### config.mk
export PLATFORM = sky130hd
export DESIGN_NAME = key_04
export DESIGN_NICKNAME = d
export VERILOG_FILES = /design/src/rtl/key_pkg.sv /design/src/rtl/key_filter.sv /design/src/rtl/key_04.sv
export SDC_FILE = /design/constraint.sdc
export NUM_CORES = 1
export LEC_CHECK = 0
export BUFFER_PORTS_ARGS = -buffer_cell sky130_fd_sc_hd__buf_2
export CORE_UTILIZATION = 38
export CTS_CLUSTER_DIAMETER = 60
export DETAILED_ROUTE_END_ITERATION = 7
export PLACE_DENSITY_LB_ADDON = 0.08
export SKIP_LAST_GASP = 1
export SYNTH_ARGS = -nofsm -noshare
export SYNTH_HDL_FRONTEND = slang
export SYNTH_SLANG_ARGS = --single-unit
export TNS_END_PERCENT = 30
### constraint.sdc
create_clock -name clk -period 3.1 [get_ports clk]
set_input_delay 0.465 -clock clk [delete_from_list [all_inputs] [get_ports clk]]
set_output_delay 0.465 -clock clk [all_outputs]
set_load 0.03 [all_outputs]
### src/rtl/key_pkg.sv
// Shared definitions for the push-button debouncer: per-key FSM states,
// synchronizer depth and number of keys.
package key_pkg;

  localparam int SYNC_DEPTH = 2;
  localparam int NUM_KEYS   = 4;

  typedef enum logic [1:0] {
    IDLE       = 2'd0,
    PRESS_FILT = 2'd1,
    DOWN       = 2'd2,
    REL_FILT   = 2'd3
  } key_st_e;

endpackage

### src/rtl/key_filter.sv
// One key: 2-flop synchronizer, 4-state debounce FSM and saturating counter.
// Release pulse logic exists only when KEY_RELEASE_FLAG_EN is defined.
module key_filter
  import key_pkg::*;
#(
  parameter int DEBOUNCE_CNT = 1_000_000
) (
  input  logic clk,
  input  logic rst_n,
  input  logic key_n,
  output logic flag,
  output logic state
`ifdef KEY_RELEASE_FLAG_EN
  ,
  output logic rel
`endif
);

  localparam int CW = $clog2(DEBOUNCE_CNT);
  // The entry sample into a filter state is the first of DEBOUNCE_CNT,
  // so the counter only has to reach DEBOUNCE_CNT-2 and can never wrap.
  localparam logic [CW-1:0] CNT_LAST = CW'(DEBOUNCE_CNT - 2);

  logic [SYNC_DEPTH-1:0] sync_q;
  logic                  key_s;
  key_st_e               st_q, st_d;
  logic [CW-1:0]         cnt_q, cnt_d;
  logic                  flag_q, flag_d;
`ifdef KEY_RELEASE_FLAG_EN
  logic                  rel_q, rel_d;
`endif

  assign key_s = sync_q[SYNC_DEPTH-1];

  always_comb begin
    st_d   = st_q;
    cnt_d  = cnt_q;
    flag_d = 1'b0;
`ifdef KEY_RELEASE_FLAG_EN
    rel_d  = 1'b0;
`endif
    case (st_q)
      IDLE: begin
        if (!key_s) begin
          st_d  = PRESS_FILT;
          cnt_d = '0;
        end
      end
      PRESS_FILT: begin
        if (key_s) begin
          st_d  = IDLE;
          cnt_d = '0;
        end else if (cnt_q == CNT_LAST) begin
          st_d   = DOWN;
          cnt_d  = '0;
          flag_d = 1'b1;
        end else begin
          cnt_d = cnt_q + CW'(1);
        end
      end
      DOWN: begin
        if (key_s) begin
          st_d  = REL_FILT;
          cnt_d = '0;
        end
      end
      REL_FILT: begin
        if (!key_s) begin
          st_d  = DOWN;
          cnt_d = '0;
        end else if (cnt_q == CNT_LAST) begin
          st_d  = IDLE;
          cnt_d = '0;
`ifdef KEY_RELEASE_FLAG_EN
          rel_d = 1'b1;
`endif
        end else begin
          cnt_d = cnt_q + CW'(1);
        end
      end
      default: begin
        st_d  = IDLE;
        cnt_d = '0;
      end
    endcase
  end

  always_ff @(posedge clk or negedge rst_n) begin
    if (!rst_n) begin
      sync_q <= '1;
      st_q   <= IDLE;
      cnt_q  <= '0;
      flag_q <= 1'b0;
`ifdef KEY_RELEASE_FLAG_EN
      rel_q  <= 1'b0;
`endif
    end else begin
      sync_q <= {sync_q[SYNC_DEPTH-2:0], key_n};
      st_q   <= st_d;
      cnt_q  <= cnt_d;
      flag_q <= flag_d;
`ifdef KEY_RELEASE_FLAG_EN
      rel_q  <= rel_d;
`endif
    end
  end

  assign flag  = flag_q;
  assign state = (st_q == DOWN) || (st_q == REL_FILT);
`ifdef KEY_RELEASE_FLAG_EN
  assign rel   = rel_q;
`endif

endmodule

### src/rtl/key_04.sv
// Four-key debouncer: one key_filter per active-low button.
// Optional key_release pulse output enabled by KEY_RELEASE_FLAG_EN.
module key_04
  import key_pkg::*;
#(
  parameter int DEBOUNCE_CNT = 1_000_000
) (
  input  logic                clk,
  input  logic                rst_n,
  input  logic                key0,
  input  logic                key1,
  input  logic                key2,
  input  logic                key3,
  output logic [NUM_KEYS-1:0] key_flag,
  output logic [NUM_KEYS-1:0] key_state
`ifdef KEY_RELEASE_FLAG_EN
  ,
  output logic [NUM_KEYS-1:0] key_release
`endif
);

  logic [NUM_KEYS-1:0] key_n;

  assign key_n = {key3, key2, key1, key0};

  for (genvar g = 0; g < NUM_KEYS; g++) begin : g_key
    key_filter #(
      .DEBOUNCE_CNT(DEBOUNCE_CNT)
    ) u_filt (
      .clk  (clk),
      .rst_n(rst_n),
      .key_n(key_n[g]),
      .flag (key_flag[g]),
      .state(key_state[g])
`ifdef KEY_RELEASE_FLAG_EN
      ,
      .rel  (key_release[g])
`endif
    );
  end

endmodule

Word level (Yosys, flattened, before mapping)
Index checks and enable logic that the tools add are counted.
- $add $sub $neg: 4
- multipliers: 0
- divide/modulo/power cells: 0
- magnitude comparators: 0
- eq/ne operators: 32
- shifts and indexed selects: 0
- multiplexer cells: 64
- bitwise operators: 0
- reductions and logical operators: 16
- operators by type and width (kind ; number):
    $mux 20 ; 20
    $pmux 20 s4 ; 4
    $add 20x1->20 const B ; 4
    $eq 20x20->1 const B ; 4
    $mux 2 ; 24
    $pmux 2 s4 ; 4
    $eq 2x2->1 const B ; 8
    $reduce_and 4->1 ; 4
    $mux 1 ; 12
    $ne 3x1->1 const B ; 4
    $ne 3x3->1 const B ; 4
    $eq 2x1->1 const B ; 4
    $logic_not 2->1 ; 4
    $ne 2x1->1 const B ; 4
    $ne 2x2->1 const B ; 4
    $reduce_and 2->1 ; 4
    $logic_or 1x1->1 ; 4
- register bits: 100
- latch bits: 0
- bits in writable memories: 0
- ROM bits: 0
- input bits: 6
- output and inout bits: 8
- logic and storage cells: 132
- memories: 0

Depth between registers and ports, before layout
Gate-level depths: netlist (run 1).
- depth after elaboration: 4
- gate-level depth with buffers: 9
- depth with buffers taken out: 7

Hierarchy
Synthesis (run 1) repeated with hierarchy kept, for this count alone.
- cell total of the unflattened synthesis: 579
- area, all modules: 5464.0 um2
- modules (own cells, without submodules) (module ; instances ; cells an instance ; area each (um2) ; sequential area each (um2)):
    key_filter (g_key[1].u_filt ...) ; 2 ; 140 ; 1365.1 ; 628.1
    key_filter (g_key[3].u_filt) ; 1 ; 154 ; 1376.3 ; 628.1
    key_filter (g_key[0].u_filt) ; 1 ; 145 ; 1357.6 ; 628.1

Least setup slack after synthesis (run 1)
No wires, ideal clock.
- path type: register -> register
- from: register g_key[0].u_filt.cnt_q[10]
- to: register g_key[0].u_filt.cnt_q[0]
- library setup time: 0.125 ns
- arrival time: 1.817 ns
- required time: 2.975 ns
- setup slack: 1.158 ns
- cell stages (with the launch flop): 7
- buffers on the path: 2
- period minus slack after synthesis: 1.942 ns
- path through: dfrtp_1 -> or4b_1 -> nor4_2 -> a31oi_1 -> buf_6 -> buf_8 -> mux2_4
- cells in the longest elaborated chain, start to end: 4
- elaborated cells between the ends (all ways): 5
- those cells by class: eq/ne (1); mux (4)
- ends and longest elaborated chain (what ; RTL line ; source):
    start: declaration ; key_filter.sv:27 ; logic [CW-1:0] cnt_q, cnt_d;
    start signal: assignment ; key_filter.sv:100 ; cnt_q <= cnt_d;
    $eq 20x20->1 * ; key_filter.sv:53, key_filter.sv:71 ;
    $mux 20 * ; key_filter.sv:53, key_filter.sv:71 ;
    $mux 20 (on tied branches) ; key_filter.sv:68, key_filter.sv:50 ;
    $pmux 20 s4 * ; key_filter.sv:42 ; case (st_q)
Mark *: on every way between the ends. The rest lies on a longest branch, timed or not.
A chain may end at the register's enable or synchronous reset.

Worst setup path after layout (run 1)
- from: register g_key[0].u_filt.cnt_q[10]
- to: register g_key[0].u_filt.cnt_q[14]
- cells in the longest elaborated chain, start to end: 4
- elaborated cells between the ends (all ways): 6
- those cells by class: add/sub (1); eq/ne (1); mux (4)
- ends and longest elaborated chain (what ; RTL line):
    $add 20x1->20 / $eq 20x20->1 (equally long branches) ; --
    $mux 20 * ; key_filter.sv:53, key_filter.sv:71
    $mux 20 (on tied branches) ; key_filter.sv:68, key_filter.sv:50
    $pmux 20 s4 * ; key_filter.sv:42
Marks and branches as above.

==> impl_metrics.env, run 1 <==
export IMPL_gp_congestion=0.807
export IMPL_synthTopCellsByArea="dfrtp_1 43%, a31oi_1 4.7%, nand2_1 4.1%"
export IMPL_clock_path_buffers=2
export IMPL_ctsHoldBuffers=0
export IMPL_start_util_pct=39.6
export IMPL_synth_top_area_share_pct=43.0
export IMPL_ys_ff_latch=100
export IMPL_syn2layout_area_growth_pct=7.65
export IMPL_grt_overflow_total=0
export IMPL_fp_row_count=42
export IMPL_path_max_fanout=29
export IMPL_grt_max_degree=60
export IMPL_max_stage_delay_ps=550
export IMPL_hold_path_class="input port to asynchronous set/reset pin"
export IMPL_worstPathCellList="or4b_1 > nor4_2 > a31oi_2 > a41oi_1 > a31oi_1"
export IMPL_synthesis_nets=600
export IMPL_synth_edf_count=0
export IMPL_worstSkewPairLatency_ps=350
export IMPL_num_vias=4307
export IMPL_post_route_period_util_pct=77.8
export IMPL_cts_made_buffers=9
export IMPL_synth_area_per_cell_um2=9.13
export IMPL_first_global_vias=4115
export IMPL_dp_hpwl_um=7650
export IMPL_final_setup_worst_slack_ps=687
export IMPL_root_buffer="clkbuf_16"
export IMPL_synthCells=586
export IMPL_netlist_top_cells_count="92 x dfrtp_1, 59 x nand2_1, 44 x nor2_1"
export IMPL_core_um2=13500
export IMPL_antenna_found_initial=0
export IMPL_min_period_ps=2410
export IMPL_wl_per_cell_um=15.3
export IMPL_dp_slack_ps=684
export IMPL_synth_simple_area_share_pct=24.3
export IMPL_viasPerCell=5.68
export IMPL_slew_headroom_pct=14.5
export IMPL_status="finished, final reports clean"
export IMPL_synth_top_family_by_area="simple AND/OR/NAND/NOR gates"
export IMPL_drc=0
export IMPL_cpMaxStageDelayCell="or4b_1"
export IMPL_syn_area_um2=5350
export IMPL_dieHeight_um=121
export IMPL_cts_clk_slew_worst_paths_ps=70
export IMPL_ys_seq_area_share_pct=47.0
export IMPL_max_cap_violations=0
export IMPL_port_buffers=13
export IMPL_final_hold_viol_count=0
export IMPL_finalNetCount=591
export IMPL_pin_count=14
export IMPL_cts_resized=0
export IMPL_cts_sinks=100
export IMPL_grtUsageTotal_pct=17.3
export IMPL_antenna_cells=0
export IMPL_antenna_left=0
export IMPL_required_ps=3320
export IMPL_skew_ps=8.49
export IMPL_yosys_area_share_adder_pct=1.87
export IMPL_first_pass_iters=7
export IMPL_synth_compound_area_share_pct=17.8
export IMPL_drv_slew=0
export IMPL_tightest_slew_ps=1280
export IMPL_vdd_ir_drop_worst_mv=0.379
export IMPL_die_area_um2=14600
export IMPL_cts_htree_levels=3
export IMPL_finalSetupViolations=0
export IMPL_drt_iter0_markers=298
export IMPL_grt_pass1_wl_um=20100
export IMPL_crit_arrival_ps=2630
export IMPL_worst_setup_path_start_kind="flop"
export IMPL_worstSetupPathType="flop to flop"
export IMPL_ys_types=54
export IMPL_yosys_area_top_type="dfrtp_1"
export IMPL_synth_mux_area_share_pct=0.842
export IMPL_setup_tns_ps=0
export IMPL_drive_above_1_share_pct=9.62
export IMPL_cts_post_setup_buffers_inserted=0
export IMPL_fmax_mhz=415
export IMPL_synth_ff_type="dfrtp_1"
export IMPL_async_flop_share_pct=100
export IMPL_rsz0062_at_grt="false"
export IMPL_cts_tree="built"
export IMPL_die_width_um=121
export IMPL_p_leak_nw=2.40
export IMPL_yosysMostFrequentCell="dfrtp_1"
export IMPL_postRouteWirelength_um=11600
export IMPL_synthXorXnorAreaFrac_pct=3.11
export IMPL_cp_end_kind="flop"
export IMPL_ys_warnings_count=0
export IMPL_p_per_area_nw_per_um2=675
## layout make-up
type                       instances  area, um^2
clock buffer                      14         254
clock inverter                     2        10.0
fill                            1296        7750
inverter                          16        60.1
multi-input combinational        431        2580
sequential                       100        2510
tap                              176         220
timing repair buffer              19         125
## per-stage QoR
stage / cells / hold WS, ps / utilization [%] / power (W) / cell area, um^2
after global routing: 758 / 189 / 42.6 / 0.00415 / 5760
after detailed placement: 742 / 348 / 40.7 / 0.00286 / 5500
final: 758 / 180 / 42.6 / 0.00389 / 5760
after floorplan: 586 / 169 / - / 0.00261 / 5350
after CTS: 758 / 189 / 42.6 / 0.00394 / 5760
after global placement: 742 / 347 / 40.7 / 0.00283 / 5500
## worst paths after layout
path	startpoint	endpoint	slack (ps)	depth (start not counted)
worst max register to register	g_key[0].u_filt.cnt_q[10]	g_key[0].u_filt.cnt_q[14]	690	5
worst max-delay path	g_key[0].u_filt.cnt_q[10]	g_key[0].u_filt.cnt_q[14]	690	5
max in group asynchronous	rst_n	g_key[0].u_filt.sync_q[1]	2160	2
worst min register to register	g_key[3].u_filt.sync_q[0]	g_key[3].u_filt.sync_q[1]	360	0
min in group clk	key1	g_key[1].u_filt.sync_q[0]	210	1
worst min-delay path	rst_n	g_key[1].u_filt.cnt_q[6]	180	1
## where the power goes
part	total, W	internal, W	switching (W)
Sequential	0.00160	0.00143	0.000169
Clock	0.00105	0.000566	0.000488
Combinational	0.00123	0.000413	0.000820
## layer usage
| metal | track usage (%) | wire [um] | vias up |
|---|---|---|---|
| met5 | 0 | 0 | - |
| met4 | 5.63 | 146 | 0 |
| li1 | - | - | 2108 |
| met3 | 4.48 | 375 | 13 |
| met2 | 27.4 | 5340 | 76 |
| met1 | 23.2 | 5740 | 2110 |
## registers in the layout, indices dropped and copies added, names as in the netlist, named ones only
| register | cells |
|---|---|
| g_key.u_filt.flag | 4 |
| g_key.u_filt.sync_q | 8 |
| g_key.u_filt.st_q | 4 |
| g_key.u_filt.cnt_q | 80 |
## kinds of logic after synthesis
logic type | count (synthesis)
AOI/OAI and AO/OA | 153
and+or+nand+nor | 247
muxes | 4
buffers and inverters | 55
adders and majority gates | 8
xor gates and xnor gates | 19
DFF | 100
## cells in the final DEF (no fill, tap or decap), types with 4 or more instances in the layout
| cell type | n |
|---|---|
| nand3_1 | 33 |
| xnor2_1 | 16 |
| dfstp_2 | 8 |
| a21o_1 | 17 |
| ha_1 | 8 |
| and4_1 | 6 |
| nor3_1 | 14 |
| buf_2 | 12 |
| buf_4 | 6 |
| clkbuf_1 | 4 |
| nand2_1 | 59 |
| a31oi_1 | 39 |
| a21oi_1 | 41 |
| clkbuf_16 | 9 |
| o21ai_0 | 25 |
| nor4_1 | 18 |
| or2_2 | 10 |
| a22o_1 | 9 |
| dfrtp_1 | 92 |
| nand4_1 | 17 |
| nor2_1 | 44 |
| and3_1 | 10 |
| inv_1 | 16 |
| nand2b_1 | 10 |
| nor4b_1 | 5 |
| a41oi_1 | 4 |
## critical path: cells and delay by family, from the launching register on
kind	cells	cell delay, ps
AO/OA/AOI/OAI	3	1010
AND/OR/NAND/NOR	2	840
flip-flops	1	430
(Power assumes the default switching activity.)
==> inputs of run 2 (changes only) <==
==> constraint.sdc (replaced) <==
create_clock -name clk -period 2.1 [get_ports clk]
set_input_delay 0.315 -clock clk [delete_from_list [all_inputs] [get_ports clk]]
set_output_delay 0.315 -clock clk [all_outputs]
set_load 0.03 [all_outputs]
==> impl_metrics.env, run 2 (same netlist as run 1, synthesis figures left out) <==
export IMPL_postRouteWirelength_um=11800
export IMPL_reg_top3="g_key.u_filt.cnt_q x80, g_key.u_filt.sync_q x8"
export IMPL_holdCritStartpoint="key2"
export IMPL_drt_iter0_markers=314
export IMPL_required_ps=2340
export IMPL_port_buffers=13
export IMPL_worst_setup_path_start_kind="flop"
export IMPL_post_route_period_util_pct=95.6
export IMPL_layout_common_cells="92 x dfrtp_1, 59 x nand2_1, 44 x nor2_1"
export IMPL_finalSetupViolations=0
export IMPL_grt_pass1_wl_um=20600
export IMPL_p_leak_nw=2.59
export IMPL_cp_end_kind="flop"
export IMPL_regArea_um2=2510
export IMPL_rsz0062_at_grt="true"
export IMPL_crit_arrival_ps=2250
export IMPL_fillers=1271
export IMPL_start_util_pct=39.6
export IMPL_die_area_um2=14600
export IMPL_vdd_ir_drop_worst_mv=0.611
export IMPL_hold_slack_ps=62.1
export IMPL_dp_hpwl_um=7960
export IMPL_root_buffer="clkbuf_16"
export IMPL_clock_path_buffers=2
export IMPL_drv_slew=0
export IMPL_core_um2=13500
export IMPL_worstPathCellList="or4b_1 > nor4_4 > a31oi_2 > buf_12 > a21boi_1 > a21o_1"
export IMPL_antenna_left=0
export IMPL_hold_path_class="input port to flop"
export IMPL_status="finished, final reports clean"
export IMPL_die_width_um=121
export IMPL_worstSetupPathType="flop to flop"
export IMPL_antenna_found_initial=0
export IMPL_final_hold_viol_count=0
export IMPL_finalNetCount=623
export IMPL_p_per_area_nw_per_um2=993
export IMPL_r2r_start="g_key[0].u_filt.cnt_q[10]"
export IMPL_final_common_cell="dfrtp_1"
export IMPL_fmax_mhz=498
export IMPL_grt_max_degree=40
export IMPL_wl_per_cell_um=14.9
export IMPL_grtUsageTotal_pct=17.6
export IMPL_first_pass_iters=4
export IMPL_first_global_vias=4248
export IMPL_antenna_cells=0
export IMPL_pin_count=14
export IMPL_cpMaxStageDelayCell="or4b_1"
export IMPL_cts_clk_slew_worst_paths_ps=60
export IMPL_drive_above_1_share_pct=14.7
export IMPL_max_cap_violations=0
export IMPL_cts_tree="built"
export IMPL_grt_overflow_total=0
export IMPL_tightest_slew_ps=579
export IMPL_cts_sinks=100
export IMPL_setup_worst_path_start="g_key[0].u_filt.cnt_q[10]"
export IMPL_slew_headroom_pct=61.3
export IMPL_drc=0
export IMPL_viasPerCell=5.55
export IMPL_dieHeight_um=121
export IMPL_syn2layout_area_growth_pct=13.6
export IMPL_max_stage_delay_ps=580
export IMPL_skew_ps=6.06
export IMPL_fp_row_count=42
export IMPL_setup_tns_ps=0
export IMPL_min_period_ps=2010
export IMPL_num_vias=4382
export IMPL_path_max_fanout=27
export IMPL_multi_input_area_um2=2590
export IMPL_worstSkewPairLatency_ps=350
export IMPL_cts_made_buffers=9
export IMPL_largest_register_ffs=80
export IMPL_cts_htree_levels=3
export IMPL_gp_congestion=0.802
export IMPL_largest_register="g_key.u_filt.cnt_q"
[run 2: worst max-delay path, delay by kind of cell (launching register included)]
kind,cells,cell delay (ps)
compound gates,3,460
flops,1,370
buf+inv,1,190
simple gates,2,860
[run 2: report_power, final]
| part | internal (W) | leakage, nW | switching [W] | total, W |
|---|---|---|---|---|
| Clock | 0.000990 | 0.147 | 0.000723 | 0.00171 |
| Combinational | 0.000742 | 1.10 | 0.00125 | 0.00200 |
| Sequential | 0.00211 | 1.34 | 0.000211 | 0.00232 |
| Total | 0.00384 | 2.59 | 0.00219 | 0.00603 |
[run 2: path summary, 6_finish.rpt]
| path | end | slack, ps | cells past startpoint |
|---|---|---|---|
| hold / removal | g_key[2].u_filt.sync_q[0] | 60 | 1 |
| setup / recovery | g_key[0].u_filt.cnt_q[13] | 90 | 6 |
| max in group asynchronous | g_key[3].u_filt.sync_q[0] | 960 | 3 |
| min in group asynchronous | g_key[1].u_filt.cnt_q[5] | 500 | 2 |
| setup reg to reg | g_key[0].u_filt.cnt_q[13] | 90 | 6 |
| hold reg to reg | g_key[1].u_filt.sync_q[1] | 360 | 0 |
[run 2: timing repair]
action | CTS | global route
endpoints found under the setup margin | 2 | 6
buffers inserted | 0 | 0
endpoints found under the hold margin | 35 | 0
hold buffers | 1 | 0
gates resized for setup | 1 | 2
[run 2: cell type report]
cell class | count | share of cell area, %
multi-input cells | 431 | 42.6
clock inverters | 2 | 0.577
inverters | 16 | 0.988
clock buffers | 14 | 4.35
repair buffers | 51 | 6.47
well taps | 176 | 3.62
flip-flops and latches | 100 | 41.4
[run 2: layer usage]
metal,vias up,track usage [%],part of all wire (%)
li1,2182,-,-
met1,2140,23.8,51
met2,48,27.9,45
met3,12,4.76,2.9
met4,0,4.40,0.99
met5,-,0,0
[run 2: metrics by stage]
| step | instance area, um^2 | worst slack (ps) | cells | power [W] | utilization (%) |
|---|---|---|---|---|---|
| after floorplan | 5350 | 158 | 586 | 0.00385 | - |
| after global placement | 5750 | 95.4 | 773 | 0.00433 | 42.6 |
| after detailed placement | 5750 | -3.59 | 773 | 0.00436 | 42.6 |
| after CTS | 6070 | 60.6 | 790 | 0.00611 | 44.9 |
| after global routing | 6080 | -44.1 | 790 | 0.00645 | 45.0 |
| final | 6080 | 93.0 | 790 | 0.00603 | 45.0 |
==> inputs of run 3 (changes only) <==
==> constraint.sdc (replaced) <==
create_clock -name clk -period 2.3 [get_ports clk]
set_input_delay 0.345 -clock clk [delete_from_list [all_inputs] [get_ports clk]]
set_output_delay 0.345 -clock clk [all_outputs]
set_load 0.03 [all_outputs]
==> impl_metrics.env, run 3 (same netlist as run 1, synthesis figures left out) <==
export IMPL_setup_worst_path_start="g_key[0].u_filt.cnt_q[11]"
export IMPL_worst_setup_path_start_kind="flop"
export IMPL_holdPathStages=1
export IMPL_core_um2=13500
export IMPL_dieHeight_um=121
export IMPL_cts_post_setup_buffers_inserted=0
export IMPL_fillers=1311
export IMPL_min_period_ps=2150
export IMPL_first_global_vias=4166
export IMPL_rsz0062_at_grt="true"
export IMPL_pin_count=14
export IMPL_cts_sinks=100
export IMPL_total_power_w=0.00533
export IMPL_worstSetupPathType="flop to flop"
export IMPL_syn2layout_area_growth_pct=10.4
export IMPL_p_int_w=0.00330
export IMPL_grt_max_degree=34
export IMPL_fmax_mhz=466
export IMPL_path_max_fanout=20
export IMPL_final_setup_worst_slack_ps=152
export IMPL_drc=0
export IMPL_antenna_found_initial=0
export IMPL_holdCritStartpoint="key0"
export IMPL_viasPerCell=5.56
export IMPL_layout_common_cells="92 x dfrtp_1, 59 x nand2_1, 44 x nor2_1"
export IMPL_drive_above_1_share_pct=12.8
export IMPL_switching_share_pct=38.0
export IMPL_tightest_slew_ps=744
export IMPL_holdPathEnd="g_key[0].u_filt.sync_q[0]"
export IMPL_first_pass_iters=4
export IMPL_cts_made_buffers=9
export IMPL_vdd_ir_drop_worst_mv=0.547
export IMPL_clock_power_share_pct=26.3
export IMPL_die_width_um=121
export IMPL_die_area_um2=14600
export IMPL_finalNetCount=609
export IMPL_antenna_cells=0
export IMPL_cts_tree="built"
export IMPL_drv_slew=0
export IMPL_wl_per_cell_um=15.2
export IMPL_gp_congestion=0.810
export IMPL_num_vias=4315
export IMPL_r2r_cells=6
export IMPL_seq_power_share_pct=40.4
export IMPL_postRouteWirelength_um=11800
export IMPL_max_cap_violations=0
export IMPL_finalSetupViolations=0
export IMPL_status="finished, final reports clean"
export IMPL_antenna_left=0
export IMPL_dp_hpwl_um=8090
export IMPL_port_buffers=13
export IMPL_cts_clk_slew_worst_paths_ps=70
export IMPL_fp_row_count=42
export IMPL_final_hold_viol_count=0
export IMPL_grt_pass1_wl_um=20700
export IMPL_grtUsageTotal_pct=17.8
export IMPL_largest_register="g_key.u_filt.cnt_q"
export IMPL_worstSkewPairLatency_ps=350
export IMPL_regArea_um2=2510
export IMPL_combinationalPowerShare_pct=33.3
export IMPL_drt_iter0_markers=368
export IMPL_p_per_area_nw_per_um2=902
export IMPL_slew_headroom_pct=50.2
export IMPL_reg2reg_slack_ps=150
export IMPL_root_buffer="clkbuf_16"
export IMPL_hold_path_class="input port to flop"
export IMPL_dp_slack_ps=140
export IMPL_crit_arrival_ps=2370
export IMPL_cts_htree_levels=3
export IMPL_final_common_cell="dfrtp_1"
export IMPL_multi_input_area_um2=2580
export IMPL_p_leak_nw=2.48
export IMPL_grt_overflow_total=0
export IMPL_cp_end_kind="flop"
export IMPL_r2r_start="g_key[0].u_filt.cnt_q[11]"
export IMPL_required_ps=2520
export IMPL_p_sw_w=0.00202
export IMPL_clock_path_buffers=2
export IMPL_r2r_end="g_key[0].u_filt.cnt_q[14]"
export IMPL_skew_ps=7.06
export IMPL_reg_top3="g_key.u_filt.cnt_q x80, g_key.u_filt.sync_q x8"
export IMPL_post_route_period_util_pct=93.4
export IMPL_start_util_pct=39.6
export IMPL_largest_register_ffs=80
==> run 3: changes by cell type in the layout (fill, tap and decap cells not counted), sizes merged <==
cell / change
buf: -14
bufinv: -1
clkbuf: -4
clkinv: +2
clkinvlp: +3
==> run 3: timing repair <==
item,in CTS,in global routing
hold buffers,1,0
setup endpoints to repair,0,19
hold endpoints to repair,29,0
gates resized for setup,0,1
==> run 3: critical path, cell delays in order (launching register included) <==
cell     delay [ps]
dfrtp_1         430
or4b_1          530
nor4_2          290
a31oi_2         280
buf_12          240
a41oi_1         200
a31oi_1          60
==> run 3: cell type report <==
cell class / count / share of cell area, %
clock buffers: 10 / 3.88
clock inverters: 6 / 0.699
inverters: 16 / 1.02
multi-input cells: 431 / 43.7
flip-flops and latches: 100 / 42.5
well taps: 176 / 3.73
repair buffers: 37 / 4.45
==> run 3: metal layers <==
metal	global-route usage (%)	routed length [um]
met2	27.4	5370
met5	0	0
met4	4.71	136
met1	25.0	5930
met3	4.15	330
==> run 3: how the worst max path moves through the flow <==
stage                                           end  slack [ps]  cells after the start
after floorplan            g_key[0].u_filt.cnt_q[0]         360                      6
after global placement    g_key[0].u_filt.cnt_q[13]         200                      6
after detailed placement   g_key[3].u_filt.cnt_q[5]         140                      6
final                     g_key[0].u_filt.cnt_q[14]         150                      6
after CTS                  g_key[3].u_filt.cnt_q[5]         110                      6
after global routing       g_key[0].u_filt.cnt_q[2]         -10                      9
==> run 3: metrics by stage <==
step	cell area [um^2]	util, %	hold slack [ps]	instances	TNS (ps)
after floorplan	5350	-	49.4	586	0
after global placement	5620	41.6	334	759	0
after detailed placement	5620	41.6	336	759	0
after CTS	5900	43.7	72.9	776	0
after global routing	5910	43.7	75.9	776	-23.7
final	5910	43.7	90.0	776	0
==> run 3: power by group through the flow <==
stage	registers, W	logic (W)	clock network, W
after floorplan	0.00211	0.00140	0
after detailed placement	0.00218	0.00178	0
after global placement	0.00217	0.00175	0
final	0.00215	0.00177	0.00140
after global routing	0.00219	0.00200	0.00153
after CTS	0.00215	0.00179	0.00146
